$ cat src/rtl/loader_pkg.sv
// Shared types and constants for the boot-time instruction-memory loader.
package loader_pkg;

  typedef enum logic [2:0] {
    StIdle,
    StLenLo,
    StLenHi,
    StData,
    StWrite,
    StDone,
    StErr
  } loader_state_e;

  localparam logic [7:0] DefaultSyncByte = 8'hA5;

  // Sync byte plus two little-endian count bytes.
  localparam int unsigned HeaderLen = 3;

endpackage

$ cat src/rtl/loader_timeout.sv
// Inter-byte idle counter; expired holds once TIMEOUT-1 idle cycles have elapsed.
module loader_timeout #(
  parameter int unsigned TIMEOUT = 1_000_000
) (
  input  logic clk,
  input  logic rst,
  input  logic clear,
  input  logic enable,
  output logic expired
);

  localparam int unsigned CntW = $clog2(TIMEOUT);

  logic [CntW-1:0] cnt_q;

  assign expired = (cnt_q == CntW'(TIMEOUT - 1));

  // Saturates at the limit so a stalled FSM can never see the count wrap.
  always_ff @(posedge clk) begin
    if (rst || clear) begin
      cnt_q <= '0;
    end else if (enable && !expired) begin
      cnt_q <= cnt_q + CntW'(1);
    end
  end

endmodule

$ cat src/rtl/imem_loader.sv
// Boot loader: assembles a UART byte stream into 32-bit words and writes them
// to instruction memory while holding the core in flush/stall.
module imem_loader
  import loader_pkg::*;
#(
  parameter logic [7:0]  SYNC_BYTE = DefaultSyncByte,
  parameter int unsigned ADDR_W    = 16,
  parameter int unsigned TIMEOUT   = 1_000_000
) (
  input  logic              clk,
  input  logic              rst,
  input  logic              rx_valid,
  input  logic [7:0]        rx_data,
  output logic              rx_ready,
  output logic              imem_write_en,
  output logic [ADDR_W-1:0] imem_write_addr,
  output logic [31:0]       imem_write_data,
  output logic              core_hold,
  output logic              load_done,
  output logic              load_err
);

  loader_state_e     state_q;
  logic [1:0]        byte_idx_q;
  logic [ADDR_W-1:0] word_idx_q;
  logic [ADDR_W-1:0] count_q;
  logic [7:0]        len_lo_q;
  logic [31:0]       word_buf_q;

  logic              rx_ready_q;
  logic              write_en_q;
  logic [ADDR_W-1:0] write_addr_q;
  logic [31:0]       write_data_q;
  logic              core_hold_q;
  logic              load_done_q;
  logic              load_err_q;

  logic              accept;
  logic              is_sync;
  logic              counting;
  logic              expired;
  logic [15:0]       frame_len;
  logic [31:0]       next_word;

  assign accept    = rx_valid && rx_ready_q;
  assign is_sync   = (rx_data == SYNC_BYTE);
  assign counting  = (state_q == StLenLo) || (state_q == StLenHi) || (state_q == StData);
  assign frame_len = {rx_data, len_lo_q};
  // Little-endian: the first byte of a word ends up in bits [7:0].
  assign next_word = {rx_data, word_buf_q[31:8]};

  loader_timeout #(
    .TIMEOUT (TIMEOUT)
  ) u_timeout (
    .clk     (clk),
    .rst     (rst),
    .clear   (accept || !counting),
    .enable  (counting),
    .expired (expired)
  );

  always_ff @(posedge clk) begin
    if (rst) begin
      state_q      <= StIdle;
      byte_idx_q   <= '0;
      word_idx_q   <= '0;
      count_q      <= '0;
      len_lo_q     <= '0;
      word_buf_q   <= '0;
      rx_ready_q   <= 1'b1;
      write_en_q   <= 1'b0;
      write_addr_q <= '0;
      write_data_q <= '0;
      core_hold_q  <= 1'b0;
      load_done_q  <= 1'b0;
      load_err_q   <= 1'b0;
    end else begin
      write_en_q  <= 1'b0;
      load_done_q <= 1'b0;
      unique case (state_q)
        StIdle: begin
          if (accept && is_sync) begin
            state_q     <= StLenLo;
            core_hold_q <= 1'b1;
          end
        end
        StLenLo: begin
          if (accept) begin
            len_lo_q <= rx_data;
            state_q  <= StLenHi;
          end else if (expired) begin
            state_q    <= StErr;
            load_err_q <= 1'b1;
          end
        end
        StLenHi: begin
          if (accept) begin
            count_q <= ADDR_W'(frame_len);
            if (frame_len == 16'd0) begin
              state_q     <= StDone;
              load_done_q <= 1'b1;
            end else begin
              state_q    <= StData;
              word_idx_q <= '0;
              byte_idx_q <= '0;
            end
          end else if (expired) begin
            state_q    <= StErr;
            load_err_q <= 1'b1;
          end
        end
        StData: begin
          if (accept) begin
            word_buf_q <= next_word;
            byte_idx_q <= byte_idx_q + 2'd1;
            if (byte_idx_q == 2'd3) begin
              state_q      <= StWrite;
              rx_ready_q   <= 1'b0;
              write_en_q   <= 1'b1;
              write_addr_q <= word_idx_q;
              write_data_q <= next_word;
            end
          end else if (expired) begin
            state_q    <= StErr;
            load_err_q <= 1'b1;
            word_buf_q <= '0;
            byte_idx_q <= '0;
          end
        end
        StWrite: begin
          rx_ready_q <= 1'b1;
          word_idx_q <= word_idx_q + ADDR_W'(1);
          if (word_idx_q == count_q - ADDR_W'(1)) begin
            state_q     <= StDone;
            load_done_q <= 1'b1;
          end else begin
            state_q <= StData;
          end
        end
        StDone: begin
          state_q     <= StIdle;
          core_hold_q <= 1'b0;
        end
        StErr: begin
          if (accept && is_sync) begin
            state_q    <= StLenLo;
            load_err_q <= 1'b0;
          end
        end
        default: begin
          state_q     <= StIdle;
          core_hold_q <= 1'b0;
          rx_ready_q  <= 1'b1;
        end
      endcase
    end
  end

  assign rx_ready        = rx_ready_q;
  assign imem_write_en   = write_en_q;
  assign imem_write_addr = write_addr_q;
  assign imem_write_data = write_data_q;
  assign core_hold       = core_hold_q;
  assign load_done       = load_done_q;
  assign load_err        = load_err_q;

endmodule

$ cat config.mk
export PLATFORM = sky130hd
export DESIGN_NAME = imem_loader
export DESIGN_NICKNAME = d
export VERILOG_FILES = /design/src/rtl/loader_pkg.sv /design/src/rtl/loader_timeout.sv /design/src/rtl/imem_loader.sv
export SDC_FILE = /design/constraint.sdc
export NUM_CORES = 1
export LEC_CHECK = 0
export CORE_MARGIN = 8
export CORE_UTILIZATION = 39
export DETAILED_ROUTE_END_ITERATION = 7
export PLACE_DENSITY = 0.66
export SYNTH_ARGS = -nofsm -noshare
export SYNTH_HDL_FRONTEND = slang
export SYNTH_SLANG_ARGS = --single-unit
export TNS_END_PERCENT = 20
$ cat constraint.sdc
create_clock -name clk -period 2.9 [get_ports clk]
set_input_delay 0.58 -clock clk [delete_from_list [all_inputs] [get_ports clk]]
set_output_delay 0.58 -clock clk [all_outputs]
set_load 0.03 [all_outputs]
==> run summary <==
The flow ran to the end, and the final reports show no timing, DRC or antenna violations. During synthesis, Yosys emitted a total of 0 warnings. The worst setup path is of the flop to flop kind. Number of clock sinks seen by CTS: 142.

The worst register-to-register path ends at load_done$_SDFF_PP0_. Setup repair after global routing left no endpoint under its margin. The maximum fanout encountered on the critical timing path works out to 12.

In this run the clock root is driven by a sky130_fd_sc_hd__clkbuf_16. The cell with the biggest individual delay on the critical path was sky130_fd_sc_hd__a2111oi_4. The synthesized netlist devotes 13.8% of its cell area to compound gates. The share of the clock period used by the worst path works out to 87.8%.

The logs give 0 for the max-capacitance violation count and 1490 for the layout filler cell count. For the post-synth net total, the log shows 757. Routed signal wires occupy layers up through met4.

Based on the critical path, the design can be clocked at up to 393 MHz. Clock-pin slew was measured on the worst setup and hold paths at 0.06 ns. The count of buffers from port buffering was 63. The adder and majority cell fraction of the synthesized area is 0.820%, and the post-synthesis xor/xnor area fraction is 7.89%. The count of flip-flops with a built-in enable after synthesis was 0.

The count of antenna diodes in the layout is 0. The tools report the source of the worst hold timing path as imem_write_data[11]$_SDFFE_PP0P_. The minimum clock period was 2.55 ns. Relative to the synthesized area, the layout overhead comes to 24.5%.

Sequential cells were found to cover 46.5% of the synthesized design area. By area, the combinational part of the netlist is dominated by simple AND/OR/NAND/NOR gates. Initial antenna violation count: 0.

The run gives 10300 um as the post-detailed-placement half-perimeter wirelength. The depth of the worst register-to-register path was 9. The top cell type by area accounts for 46.5% of the synthesized area. TritonCTS built the clock tree. The analysis attributes to cell leakage a power of 2.64 nW. At the pin with the least slew margin, the transition time is 0.674 ns. After global routing the overflow that remains totals 0. The cell with the most instances after synthesis was sky130_fd_sc_hd__nand2_1. For the utilization after layout, the log shows 49.8%. In the synthesized netlist, the cells that appear most often are sky130_fd_sc_hd__nand2_1, sky130_fd_sc_hd__dfxtp_1, sky130_fd_sc_hd__nor2_1, sky130_fd_sc_hd__a21oi_1, sky130_fd_sc_hd__clkbuf_1. For the via count of the first global-routing pass, the log shows 4830. In the final timing run, aggregate negative setup slack is 0 ns.

After synthesis, the share of flip-flops with an asynchronous set or reset is 0%. The net total in the final layout came out at 812. Traced cell by cell, the critical path runs through inv_1 > ha_1 > nor2b_1 > or3_1 > a31oi_1 > nand4_1 > a2111oi_4 > a22oi_2 > nor4_2. The floorplan die width came out at 141 um. The first-pass GRT wire length came out at 25000 um.

In the final layout, the share of cells above drive strength 1 is 7.79%. The logs give 0 for the number of hold buffers added after CTS and 45 for the placement row count. Kind of path behind the tightest hold check: flop to flop.

For the worst-skew pair, the clock arrives at the later sink with an insertion delay of 0.42 ns. For the detailed-routing iteration count for the pre-antenna-repair pass, the log shows 4. The worst setup path is launched from a flop.

Of all cell types, the one taking the most synthesized area is sky130_fd_sc_hd__dfxtp_1. The destination of the worst hold path is imem_write_data[11]$_SDFFE_PP0P_. Dividing the detail-routed via count by the number of cells gives 5.05. The height of the die is 141 um.

Pin placement for this block handled 64 I/O pins. At the worst endpoint, the required time is 3.22 ns. In this run the post-CTS setup repair buffer count came out at 0. Dividing the synthesized area by the synthesized cell count gives 8.23 um2. Entering global routing, the biggest net connects 62 pins.

The post-route DRC violation count was 0. The count of cells resized by post-cts repair is 0, and the count of vias placed by the detailed router is 5154. The post-detailed-route count of antenna-violating nets is 0. The run gives 0.830 as the final weighted congestion in routability-driven placement. The gate count of the mapped netlist was 742; the setup violation total in the final timing report was 0. In this run the tightest slew margin relative to its limit is 54.7%.

For this configuration, the core starts out at a cell density of 40.0%. The number of buffers between clock root and the deepest sink was 2; the post-synthesis mux area share was 1.64%. The number of synthesized register bits is 142. Dividing total power by cell area gives a power density of 564 nW/um2. After synthesis, the cell types taking the most area are sky130_fd_sc_hd__dfxtp_1, sky130_fd_sc_hd__nand2_1, sky130_fd_sc_hd__a21oi_1. In the final routed layout, each cell accounts on average for 14.8 um.

In this run the critical register-to-register path is launched from count_q[0]$_SDFFE_PP0P_. In this run, distinct cell masters in the synthesized netlist total 51. Summing every instance area after synthesis gives 6110 um2. The count of final hold-check violations was 0. Global routing used 15.5% of the available tracks.

For this run, the leading register cell type out of synthesis is sky130_fd_sc_hd__dfxtp_1. First-iteration detailed-routing DRC count: 327. The worst setup path is captured at a flop. Data arrival time of the critical path: 2.87 ns. For the total number of H-tree levels, the log shows 4. The worst-case IR drop observed on VDD is 0.370 mV.

The floorplan die area came out at 19900 um2. The tools report the met1 routed wirelength after detailed routing as 7160 um. Number of instances on the worst hold path: 2. TritonCTS created 17 clock buffers. The final max-slew violation count came out at 0.

The run gives 623 um as the detailed route wirelength on metal3. The total area inside the core boundary comes to 15300 um2. The run gives 0.00557 ns as the final clock skew.

In this design, the stage delay of the slowest critical-path cell is 0.46 ns. The total routed wirelength was 15100 um; the met2 wirelength from detailed routing was 7070 um. The post-synthesis share of cell area spent on and, or, nand and nor gates was 25.8%. The setup check on the worst reg-to-reg path leaves a slack of 0.35 ns.
-- through the flow --
step	instances	worst slack, ns	total power [mW]	hold WS (ns)	cell area [um2]
floorplan	742	0.688	2.03	0.432	6110
global placement	989	0.339	2.08	0.443	6990
detailed placement	989	0.265	2.08	0.447	6990
CTS	1020	0.335	4.33	0.455	7610
global route	1020	0.171	4.44	0.465	7610
finish	1020	0.354	4.29	0.451	7610
-- worst max path at each step --
| stage | slack, ns | depth (start not counted) | to | startpoint |
|---|---|---|---|---|
| after global placement | 0.34 | 7 | word_idx_q[9]$_SDFFE_PP0P_ | rx_valid |
| after global routing | 0.17 | 9 | load_done$_SDFF_PP0_ | count_q[0]$_SDFFE_PP0P_ |
| after detailed placement | 0.26 | 7 | word_idx_q[9]$_SDFFE_PP0P_ | rx_valid |
| after CTS | 0.34 | 9 | load_done$_SDFF_PP0_ | count_q[0]$_SDFFE_PP0P_ |
| after floorplan | 0.69 | 9 | imem_write_addr[0]$_SDFFE_PP0P_ | rx_ready$_SDFFE_PP1P_ |
| final | 0.35 | 9 | load_done$_SDFF_PP0_ | count_q[0]$_SDFFE_PP0P_ |
-- cells in the final DEF, fill, tap and decap left out, types with 4 or more instances in the layout --
cell type	n
sky130_fd_sc_hd__nor3_1	10
sky130_fd_sc_hd__a31oi_1	4
sky130_fd_sc_hd__nand3_1	24
sky130_fd_sc_hd__buf_4	20
sky130_fd_sc_hd__a21oi_1	78
sky130_fd_sc_hd__xor2_1	31
sky130_fd_sc_hd__nand4_1	9
sky130_fd_sc_hd__a211oi_1	4
sky130_fd_sc_hd__mux2i_1	10
sky130_fd_sc_hd__nor4_1	6
sky130_fd_sc_hd__o21ai_0	7
sky130_fd_sc_hd__inv_1	6
sky130_fd_sc_hd__clkdlybuf4s50_1	62
sky130_fd_sc_hd__and3_1	10
sky130_fd_sc_hd__dfxtp_1	142
sky130_fd_sc_hd__a22oi_1	25
sky130_fd_sc_hd__nor2b_1	7
sky130_fd_sc_hd__ha_1	4
sky130_fd_sc_hd__nand2b_1	8
sky130_fd_sc_hd__nor2_1	86
sky130_fd_sc_hd__clkbuf_16	17
sky130_fd_sc_hd__nand2_1	150
sky130_fd_sc_hd__clkbuf_8	4
sky130_fd_sc_hd__xnor2_1	24
sky130_fd_sc_hd__or3_1	7
sky130_fd_sc_hd__and2_1	4
-- kinds of logic after synthesis --
| family | after synthesis |
|---|---|
| and+or+nand+nor | 341 |
| DFF | 142 |
| muxes | 10 |
| adders and majority gates | 4 |
| AOI/OAI and AO/OA | 136 |
| buffers and inverters | 54 |
| xor gates and xnor gates | 55 |
-- cell type report --
type	count	area [um2]	area share, %
Clock buffer	22	484	6.37
Clock inverter	9	133	1.74
Inverter	6	22.5	0.296
Multi-Input combinational cell	546	3050	40.1
Sequential cell	142	2840	37.4
Tap cell	211	264	3.47
Timing Repair Buffer	84	811	10.7
-- registers in the layout, indices dropped and copies added, names as in the netlist --
name / count
imem_write_data: 32
word_buf_q: 24
u_timeout.cnt_q: 20
count_q: 16
imem_write_addr: 16
word_idx_q: 16
len_lo_q: 8
state_q: 3
byte_idx_q: 2
core_hold: 1
imem_write_en: 1
load_done: 1
load_err: 1
rx_ready: 1
-- where the power goes --
| group | internal [mW] | total, mW | switching (mW) |
|---|---|---|---|
| combinational | 0.0290 | 0.0842 | 0.0553 |
| clock | 1.44 | 2.26 | 0.815 |
| sequential | 1.95 | 1.95 | 0.00129 |
-- layer usage --
metal  up-vias  GRT usage (%)
li1       2635              -
met3        14           4.15
met2        93           24.7
met1      2412           19.8
met4         0           5.15
met5         -              0
-- worst max-delay path: cells and delay by family (launching register included) --
family                     cells  cell delay (ns)
and+or+nand+nor                4             0.87
AOI/OAI and AO/OA              3             0.75
DFF                            1             0.41
adders and majority gates      1             0.35
buffers and inverters          1             0.07
No activity file was read; power rests on OpenSTA's default activity.
